`src/rtl/mem_read_arbiter.sv`:
```
// Round-robin read arbiter sharing one synchronous-read memory among NUM_REQ requesters.
// One read in flight at a time: ARB -> ISSUE -> WAIT -> RESP, fixed 4-cycle turnaround.
module mem_read_arbiter #(
    parameter int NUM_REQ   = 4,
    parameter int ADDR_W    = 4,
    parameter int DATA_W    = 8,
    parameter int MEM_DEPTH = 16
) (
    input  logic                      clk,
    input  logic                      rst,
    input  logic [NUM_REQ-1:0]        req,
    input  logic [NUM_REQ*ADDR_W-1:0] addr,
    output logic [NUM_REQ-1:0]        gnt,
    output logic [NUM_REQ-1:0]        rvalid,
    output logic                      rerr,
    output logic [DATA_W-1:0]         rdata,
    output logic                      busy,
    output logic [ADDR_W-1:0]         mem_addr,
    input  logic [DATA_W-1:0]         mem_rdata
);
    localparam int PW = (NUM_REQ > 1) ? $clog2(NUM_REQ) : 1;

    typedef enum logic [1:0] {ARB, ISSUE, WAIT, RESP} state_t;

    state_t              r_state, w_next;
    logic [PW-1:0]       r_ptr, r_owner;
    logic                r_oor;
    logic [NUM_REQ-1:0]  r_gnt, r_rvalid;
    logic                r_rerr;
    logic [DATA_W-1:0]   r_rdata;
    logic [ADDR_W-1:0]   r_maddr;

    logic                w_found;
    logic [PW-1:0]       w_win, w_idx;
    logic [ADDR_W-1:0]   w_addr;
    logic                w_oor;

    // Scan ptr+1, ptr+2, ... so the last winner has lowest priority next time.
    always_comb begin
        w_found = 1'b0;
        w_win   = '0;
        w_idx   = '0;
        for (int k = 1; k <= NUM_REQ; k++) begin
            w_idx = PW'((int'(r_ptr) + k) % NUM_REQ);
            if (!w_found && req[w_idx]) begin
                w_found = 1'b1;
                w_win   = w_idx;
            end
        end
        w_addr = addr[w_win*ADDR_W +: ADDR_W];
        w_oor  = (int'(w_addr) >= MEM_DEPTH);
    end

    always_comb begin
        w_next = r_state;
        case (r_state)
            ARB:     if (w_found) w_next = ISSUE;
            ISSUE:   w_next = WAIT;
            WAIT:    w_next = RESP;
            RESP:    w_next = ARB;
            default: w_next = ARB;
        endcase
    end

    always_ff @(posedge clk or negedge rst) begin
        if (!rst) r_state <= ARB;
        else      r_state <= w_next;
    end

    always_ff @(posedge clk or negedge rst) begin
        if (!rst) begin
            r_ptr    <= PW'(NUM_REQ - 1);
            r_owner  <= '0;
            r_oor    <= 1'b0;
            r_gnt    <= '0;
            r_rvalid <= '0;
            r_rerr   <= 1'b0;
            r_rdata  <= '0;
            r_maddr  <= '0;
        end else begin
            r_gnt    <= '0;
            r_rvalid <= '0;
            r_rerr   <= 1'b0;
            case (r_state)
                ARB: if (w_found) begin
                    r_gnt   <= NUM_REQ'(1) << w_win;
                    r_owner <= w_win;
                    r_oor   <= w_oor;
                    r_maddr <= w_oor ? '0 : w_addr;
                end
                WAIT: begin
                    r_rdata  <= r_oor ? '0 : mem_rdata;
                    r_rvalid <= NUM_REQ'(1) << r_owner;
                    r_rerr   <= r_oor;
                end
                RESP:    r_ptr <= r_owner;
                default: ;
            endcase
        end
    end

    assign gnt      = r_gnt;
    assign rvalid   = r_rvalid;
    assign rerr     = r_rerr;
    assign rdata    = r_rdata;
    assign mem_addr = r_maddr;
    assign busy     = (r_state != ARB);

endmodule

```
`config.mk`:
```
export PLATFORM = sky130hd
export DESIGN_NAME = mem_read_arbiter
export DESIGN_NICKNAME = d
export VERILOG_FILES = /design/src/rtl/mem_read_arbiter.sv
export SDC_FILE = /design/constraint.sdc
export NUM_CORES = 1
export LEC_CHECK = 0
export ABC_AREA = 1
export BUFFER_PORTS_ARGS = -buffer_cell sky130_fd_sc_hd__buf_2
export CORE_ASPECT_RATIO = 0.9
export CORE_UTILIZATION = 50
export DETAILED_ROUTE_END_ITERATION = 8
export PLACE_DENSITY_LB_ADDON = 0.1
export SYNTH_ARGS = -nofsm -noshare
export SYNTH_HDL_FRONTEND = slang
export SYNTH_SLANG_ARGS = --single-unit
```
`constraint.sdc`:
```
create_clock -name clk -period 3.3 [get_ports clk]
set_input_delay 0.33 -clock clk [delete_from_list [all_inputs] [get_ports clk]]
set_output_delay 0.33 -clock clk [all_outputs]
set_load 0.02 [all_outputs]
```
==> qor.txt, run 1 <==
Power Total: 1.93 mW
Critical Path RT: 3.57 ns
CTS max path bufs: 2
Number of CTS-inserted buffers: 3
Slew margin rel.: 0.635
Worst path arrival time: 2.23 ns
Antenna cells: 0
Crit-path max FO: 10
Hold Path Depth: 3
Syn Area/Cell: 7.52 µm²
Initial Util: 0.532
Post-synth top area share: 0.407
Dominant cell type by area after synthesis: dfrtp_1
Ranking of synthesized cells by area: dfrtp_1 41%, nand2_1 19%, inv_1 6.1%
H-tree depth: 1
Peak VDD IR: 0.498 mV
Postcts setup bufs: 0
Congestion Overflow GR: 0
Final hold violation count: 0
Post-synth top cells: 73 x nand2_1, 24 x dfrtp_1, 24 x inv_1, 17 x nand3_1, 11 x nor2_1
Cell Area, Synth: 1470 µm²
Row count: 18
Register area share after synthesis: 0.443
Clk_lat worst skew: 0.32 ns
Endpoints failing setup: 0
Final period util: 0.597
Post-route clock skew: 0.00611 ns
Clock power frac: 0.113
First-pass detailed-route iteration total: 4
Synth Instances: 196
Worst hold path class: in2reg
Power Density: 1080 nW/µm²
First-pass GRT wire length: 4.57 mm
Antenna viol nets, final: 0
Max Cap Viol: 0
Routed WL per cell: 10.1 µm
# IOs: 52
Final-report max-slew violation count: 0
Setup crit start kind: register
Cell Area, Placed: 1740 µm²
Clock-pin slew on the worst setup and hold paths: 0.14 ns
Detailed Route WL: 2.89 mm
Initial antenna violation count: 0
Vias: 1,313
Fill cells: 262
Post_cts resized: 0
Top_reg_cell synth: dfrtp_1
Post-layout instance area: 1800 µm²
Most common cell in the netlist: nand2_1
Die Height: 53.5 µm
Layout cells sized above 1: 0.309
Period minus WS final: 1.97 ns
CTS tree: done
Outcome: completed
Slew @ Worst Pin: 0.548 ns
Yosys Warn Count: 0
#FFs+latches synth: 26
Number of vias per cell: 4.59
Cell-internal power: 0.970 mW
Setup TNS: 0 ns
RSZ-0062 raised after global routing: no
Vias in the first global route: 1,077
HPWL Detailed: 2.21 mm
Worst Setup End Kind: register
NetSw: 0.964 mW
Syn_nets: 229
Combinational power share: 0.598
Lkg Pwr: 1.07 nW
Highest clock rate: 508 MHz
Input/output buffers: 50
Core area: 2770 µm²
DRC viols: 0
Die width: 59.2 µm
GRT Util Overall: 0.194
Die area: 3170 µm²
Largest net degree at the start of global routing: 27
Flop pwr share: 0.289
Initial DRC count: 73
Number of synthesized flops with an enable pin: 0
Nets@finish: 280
# hold bufs at CTS: 1
Root Buffer: clkbuf_4
Switching part of the total power: 0.498
Ys async rst share: 1.00
CP Class: reg2reg
Clock sink count: 26
Post-synth cell types: 26
Synthesis-to-finish area growth: 22.1%
GP Congestion: 0.839
Worst r2r path cells: 11
path summary, 6_finish.rpt:
check | start | end | slack, ns
max | r_ptr[0] | mem_addr[0] | 1.33
min in group asynchronous | rst | rdata[6] | 0.54
min | mem_rdata[5] | rdata[5] | 0.19
max in group asynchronous | rst | r_ptr[0] | 2.39
min reg2reg | rdata[2] | rdata[2] | 0.49
max reg2reg | r_ptr[0] | mem_addr[0] | 1.33
logic make-up (layout without fill, tap and decap cells):
family                     count (synthesis)  in the layout  synth area share
and+or+nand+nor                          125            125             0.396
buffers and inverters                     33             83             0.100
DFF                                       26             26             0.443
AOI/OAI and AO/OA                          8              8            0.0331
adders and majority gates                  3              3            0.0255
other                                      1              1           0.00254
stage by stage:
stage / util / hold slack [ns] / worst slack (ns) / instances
3_3_place_gp: 0.627 / 0.361 / 1.38 / 281
5_1_grt: 0.650 / 0.186 / 1.14 / 286
4_1_cts: 0.650 / 0.185 / 1.34 / 286
6_report: 0.650 / 0.194 / 1.33 / 286
2_1_floorplan: - / 0.0344 / 1.56 / 196
3_5_place_dp: 0.627 / 0.355 / 1.37 / 281
layout by cell type (no fill, tap or decap):
cell type / instances
a21oi_2: 1
a22oi_1: 1
buf_2: 50
bufinv_16: 1
clkbuf_4: 3
conb_1: 1
dfrtp_1: 24
dfstp_2: 2
dlygate4sd3_1: 1
ha_1: 3
inv_1: 24
inv_2: 3
inv_6: 1
nand2_1: 73
nand2_2: 7
nand2_4: 5
nand3_1: 17
nand3_2: 1
nand3b_1: 3
nand4_1: 2
nor2_1: 11
nor2_2: 1
nor2_4: 1
nor3_1: 4
o21a_1: 1
o21ai_0: 4
o21ai_1: 1
power groups by stage:
stage          sequential (mW)  combinational (mW)  clock (mW)
2_1_floorplan            0.677               0.804           0
3_3_place_gp             0.567                1.15           0
3_5_place_dp             0.564                1.17           0
4_1_cts                  0.560                1.17       0.222
5_1_grt                  0.580                1.31       0.235
6_report                 0.559                1.16       0.218
sequential cells by signal, summed over array words and instances (netlist names):
signal / flops
mem_addr: 4
rvalid: 4
r_owner: 2
r_state: 2
gnt: 4
rdata: 8
r_ptr: 2
cell type report:
cell class	instances	area, µm²	share of cell area
Clock inverter	1	30.0	0.0167
Multi-Input combinational cell	137	673	0.374
Inverter	28	110	0.0612
Clock buffer	3	22.5	0.0125
Tap cell	40	50.0	0.0278
Sequential cell	26	653	0.363
Timing Repair Buffer	51	260	0.145
critical path, cell delays in order (launching register included):
cell and delay (ns):
dfstp_2 0.65, inv_6 0.07, nand2_1 0.08, nand2_1 0.07, o21ai_1 0.23, nand3b_1 0.19, nand2_2 0.12, inv_2 0.13
nand2_1 0.13, nor2_1 0.13, nand2_1 0.05, nand3_1 0.06
per-layer routing:
metal	GRT usage	share of wire
met3	0.0440	0.039
met2	0.315	0.46
met4	0.0397	0.0052
met5	0	0
met1	0.266	0.49
Power figures use the tool's default switching activity.
==> run 2, diff against run 1 <==
--- a/config.mk
+++ b/config.mk
@@ -8,7 +8,7 @@
 export ABC_AREA = 1
 export BUFFER_PORTS_ARGS = -buffer_cell sky130_fd_sc_hd__buf_2
 export CORE_ASPECT_RATIO = 0.9
-export CORE_UTILIZATION = 50
+export CORE_UTILIZATION = 44
 export DETAILED_ROUTE_END_ITERATION = 8
 export PLACE_DENSITY_LB_ADDON = 0.1
 export SYNTH_ARGS = -nofsm -noshare
==> constraint.sdc (replaced) <==
create_clock -name clk -period 1.59 [get_ports clk]
set_input_delay 0.159 -clock clk [delete_from_list [all_inputs] [get_ports clk]]
set_output_delay 0.159 -clock clk [all_outputs]
set_load 0.02 [all_outputs]
==> qor.txt, run 2 (same netlist as run 1, synthesis figures left out) <==
Outcome: finished, violations left
Failing checks: setup timing
Hold Path Depth: 3
Die Height: 56.9 µm
Core area: 3110 µm²
Die area: 3590 µm²
Number of vias per cell: 4.50
Initial Util: 0.473
Final worst setup slack: -0.283 ns
RSZ-0062 raised after global routing: yes
CP Class: reg2reg
Initial DRC count: 119
Routed WL per cell: 10.2 µm
Clock sink count: 26
Clock-pin slew on the worst setup and hold paths: 0.09 ns
CTS tree: done
Highest clock rate: 534 MHz
Root Buffer: clkbuf_8
Initial antenna violation count: 0
Period minus WS final: 1.87 ns
Layout cells sized above 1: 0.408
Row count: 19
Cell Area, Placed: 1840 µm²
Final hold violation count: 0
Pre-CTS setup slack: -0.301 ns
Vias: 1,358
Endpoints failing setup: 12
Fin util: 0.636
GP Congestion: 0.821
Antenna cells: 0
Synthesis-to-finish area growth: 34.5%
Power Density: 2320 nW/µm²
Vias in the first global route: 1,250
Critical Path RT: 1.75 ns
DRC viols: 0
Largest net degree at the start of global routing: 27
Nets@finish: 294
Crit-path max FO: 11
Detailed Route WL: 3.09 mm
Setup crit start kind: register
Clk_lat worst skew: 0.27 ns
Power Total: 4.60 mW
Slew margin rel.: 0.621
Die width: 63.0 µm
GRT Util Overall: 0.187
Antenna viol nets, final: 0
Input/output buffers: 50
Worst path arrival time: 2.04 ns
HPWL Detailed: 2.34 mm
Worst r2r path cells: 13
Commonest non-fill, non-tap cell in the layout: nand2_1
Peak VDD IR: 1.33 mV
Number of CTS-inserted buffers: 3
Most frequent cells in the layout: 63 x nand2_1, 50 x buf_2, 24 x dfrtp_1
Fill cells: 283
Congestion Overflow GR: 0
Max Cap Viol: 0
Worst hold path class: in2reg
First-pass GRT wire length: 5.29 mm
Worst Setup End Kind: register
First-pass detailed-route iteration total: 4
Post-route clock skew: 0.00517 ns
Lkg Pwr: 1.15 nW
Max FFs per register: 8
Final period util: 1.18
# IOs: 52
Final-report max-slew violation count: 0
Post-layout instance area: 1980 µm²
CTS max path bufs: 2
Slew @ Worst Pin: 0.568 ns
H-tree depth: 1
==> run 2: changes by cell type in the layout (fill, tap and decap cells not counted), sizes merged <==
cell	before	now
buf	50	64
==> run 2: worst paths after layout <==
check	endpoint	slack, ns	startpoint
max in group asynchronous	mem_addr[2]	0.78	rst
hold reg to reg	rdata[5]	0.47	rdata[5]
min in group asynchronous	r_owner[0]	0.43	rst
setup reg to reg	mem_addr[2]	-0.28	r_ptr[0]
hold / removal	rdata[5]	0.08	mem_rdata[5]
setup / recovery	mem_addr[2]	-0.28	r_ptr[0]
==> run 2: power breakdown <==
part	switching (mW)	internal [mW]
sequential	0.181	0.979
combinational	1.78	1.11
clock	0.208	0.337
total	2.17	2.43
==> run 2: routing by layer <==
layer | wire length (µm) | vias to the layer above | share of wire | global-route usage
met4 | 16 | 0 | 0.0052 | 0.0498
met5 | 0 | - | 0 | 0
li1 | - | 727 | - | -
met3 | 185 | 2 | 0.060 | 0.0427
met2 | 1430 | 44 | 0.46 | 0.312
met1 | 1460 | 585 | 0.47 | 0.245
==> run 2: final cells by class <==
type,count,area [µm²],area share
clock buffers,3,41.3,0.0208
clock inverters,1,30.0,0.0152
inverters,28,110,0.0556
multi-input cells,137,729,0.368
flip-flops and latches,26,653,0.330
well taps,42,52.6,0.0265
repair buffers,65,365,0.184
==> run 2: worst max-delay path, cell delays in order, from the launching register on <==
cell,delay (ns)
dfstp_2,0.64
inv_6,0.07
nand2_1,0.12
nand2_2,0.09
nand2_2,0.07
nand2_2,0.07
a21oi_2,0.15
nand2_2,0.10
nand2_4,0.14
nand2_1,0.06
nand3_1,0.07
nand2_1,0.06
nand2_1,0.05
nand2_1,0.05
==> run 2: repair_timing <==
item	in CTS	in global routing
hold endpoints to repair	24	0
gates cloned	0	0
setup buffers	1	1
endpoints found under the setup margin	12	12
hold buffers	1	0
pin swaps	1	1
gates resized for setup	8	8
==> run 2: per-stage QoR <==
stage	std cells	TNS, ns	hold WS, ns
2_1_floorplan	196	-0.626	-0.137
3_3_place_gp	295	-2.40	0.183
3_5_place_dp	295	-2.35	0.189
4_1_cts	301	-2.05	0.0739
5_1_grt	302	-3.76	0.0837
6_report	302	-2.27	0.0784
==> run 3, diff against run 2 <==
--- a/config.mk
+++ b/config.mk
@@ -10,7 +10,7 @@
 export CORE_ASPECT_RATIO = 0.9
 export CORE_UTILIZATION = 44
 export DETAILED_ROUTE_END_ITERATION = 8
-export PLACE_DENSITY_LB_ADDON = 0.1
+export PLACE_DENSITY = 0.75
 export SYNTH_ARGS = -nofsm -noshare
 export SYNTH_HDL_FRONTEND = slang
 export SYNTH_SLANG_ARGS = --single-unit
==> qor.txt, run 3 (same netlist as run 1, synthesis figures left out) <==
Outcome: finished, violations left
Failing checks: setup timing
Most used cell, CP: nand2_1
CTS tree: done
Antenna viol nets, final: 0
Setup crit start kind: register
Initial Util: 0.473
Peak VDD IR: 1.15 mV
CTS max path bufs: 2
DRC viols: 0
GP Congestion: 0.803
Crit-path max FO: 8
Worst hold path class: in2reg
Routed WL per cell: 10.8 µm
Max incr delay on CP: 0.64 ns
Cell Area, Placed: 1820 µm²
First-pass detailed-route iteration total: 4
Critical Path RT: 1.80 ns
Congestion Overflow GR: 0
Die width: 63.0 µm
Slew margin rel.: 0.623
Initial antenna violation count: 0
Number of CTS-inserted buffers: 3
Power Density: 2370 nW/µm²
Post-layout instance area: 1990 µm²
First-pass GRT wire length: 5.52 mm
Lkg Pwr: 1.15 nW
Die Height: 56.9 µm
# IOs: 52
Pre-CTS setup slack: -0.242 ns
Slew @ Worst Pin: 0.566 ns
Final hold violation count: 0
Antenna cells: 0
Vias: 1,423
HPWL Detailed: 2.43 mm
Worst Setup End Kind: register
Highest clock rate: 529 MHz
Commonest non-fill, non-tap cell in the layout: nand2_1
Largest net degree at the start of global routing: 27
Worst path arrival time: 2.10 ns
Most frequent cells in the layout: 66 x nand2_1, 50 x buf_2, 24 x inv_1, 24 x dfrtp_1, 17 x nand3_1
Max Cap Viol: 0
Endpoints failing setup: 12
Period minus WS final: 1.89 ns
Vias in the first global route: 1,302
Initial DRC count: 111
GRT Util Overall: 0.196
H-tree depth: 1
Critical path's slowest cell: dfstp_2
Final-report max-slew violation count: 0
RSZ-0062 raised after global routing: yes
Die area: 3590 µm²
CP bufs+invs: 2
Number of vias per cell: 4.70
Post-route clock skew: 0.00292 ns
Clock sink count: 26
Layout cells sized above 1: 0.398
Input/output buffers: 50
Family with the most delay on the worst path: simple AND/OR/NAND/NOR gates
Final worst setup slack: -0.301 ns
Core area: 3110 µm²
Detailed Route WL: 3.28 mm
Root Buffer: clkbuf_8
Critical path cell sequence: inv_6, nand2_1, nand2_2, nand2_1, nand2_2, a21oi_2, nand2_2, buf_4, nand3_1, nand3_1, nand2_1, nand2_1, nand2_1
Max FFs per register: 8
Nets@finish: 295
Clk_lat worst skew: 0.27 ns
Final period util: 1.19
Row count: 19
Clock-pin slew on the worst setup and hold paths: 0.09 ns
Synthesis-to-finish area growth: 35.1%
CP Class: reg2reg
-- run 3: report_power, final --
part	leakage (nW)	internal (mW)	switching, mW
Sequential	0.327	0.979	0.197
Clock	0.0357	0.337	0.201
Combinational	0.792	1.15	1.86
-- run 3: routing by layer --
metal  track usage  up-vias  part of all wire
met2         0.329       47              0.50
met5             0        -                 0
met1         0.259      648              0.43
met3        0.0447        2             0.060
met4        0.0399        0            0.0040
li1              -      726                 -
-- run 3: layout make-up --
class | count | area (µm²)
inverters | 28 | 110
repair buffers | 66 | 373
well taps | 42 | 52.6
clock buffers | 3 | 41.3
clock inverters | 1 | 30.0
flip-flops and latches | 26 | 653
multi-input cells | 137 | 732
fillers | 285 | 1120
-- run 3: repair_timing --
item,CTS,global route
setup endpoints to repair,12,12
hold endpoints to repair,24,0
buffers inserted,2,4
gates resized for setup,7,7
hold buffers,1,0
pin swaps,0,4
-- run 3: path summary, 6_finish.rpt --
kind	from	endpoint	slack, ns	cells past startpoint
max reg2reg	r_ptr[0]	mem_addr[1]	-0.30	13
max	r_ptr[0]	mem_addr[1]	-0.30	13
min reg2reg	rdata[7]	rdata[7]	0.48	2
min	mem_rdata[2]	rdata[2]	0.08	3
max in group asynchronous	rst	r_ptr[0]	0.80	2
min in group asynchronous	rst	gnt[3]	0.41	2
-- run 3: worst register-to-register path, stage by stage (launching register included) --
cell,delay (ns)
dfstp_2,0.64
inv_6,0.07
nand2_1,0.10
nand2_2,0.07
nand2_1,0.08
nand2_2,0.07
a21oi_2,0.15
nand2_2,0.12
buf_4,0.17
nand3_1,0.07
nand3_1,0.09
nand2_1,0.08
nand2_1,0.06
nand2_1,0.05
-- run 3: metrics by stage --
step	setup TNS [ns]	hold slack, ns	power, mW	cells	util
2_1_floorplan	-0.626	-0.137	3.10	196	-
3_3_place_gp	-1.26	0.184	3.83	292	0.584
3_5_place_dp	-1.74	0.193	3.87	292	0.584
4_1_cts	-2.04	0.0783	4.58	299	0.623
5_1_grt	-4.30	0.0778	5.13	303	0.640
6_report	-2.65	0.0844	4.72	303	0.640
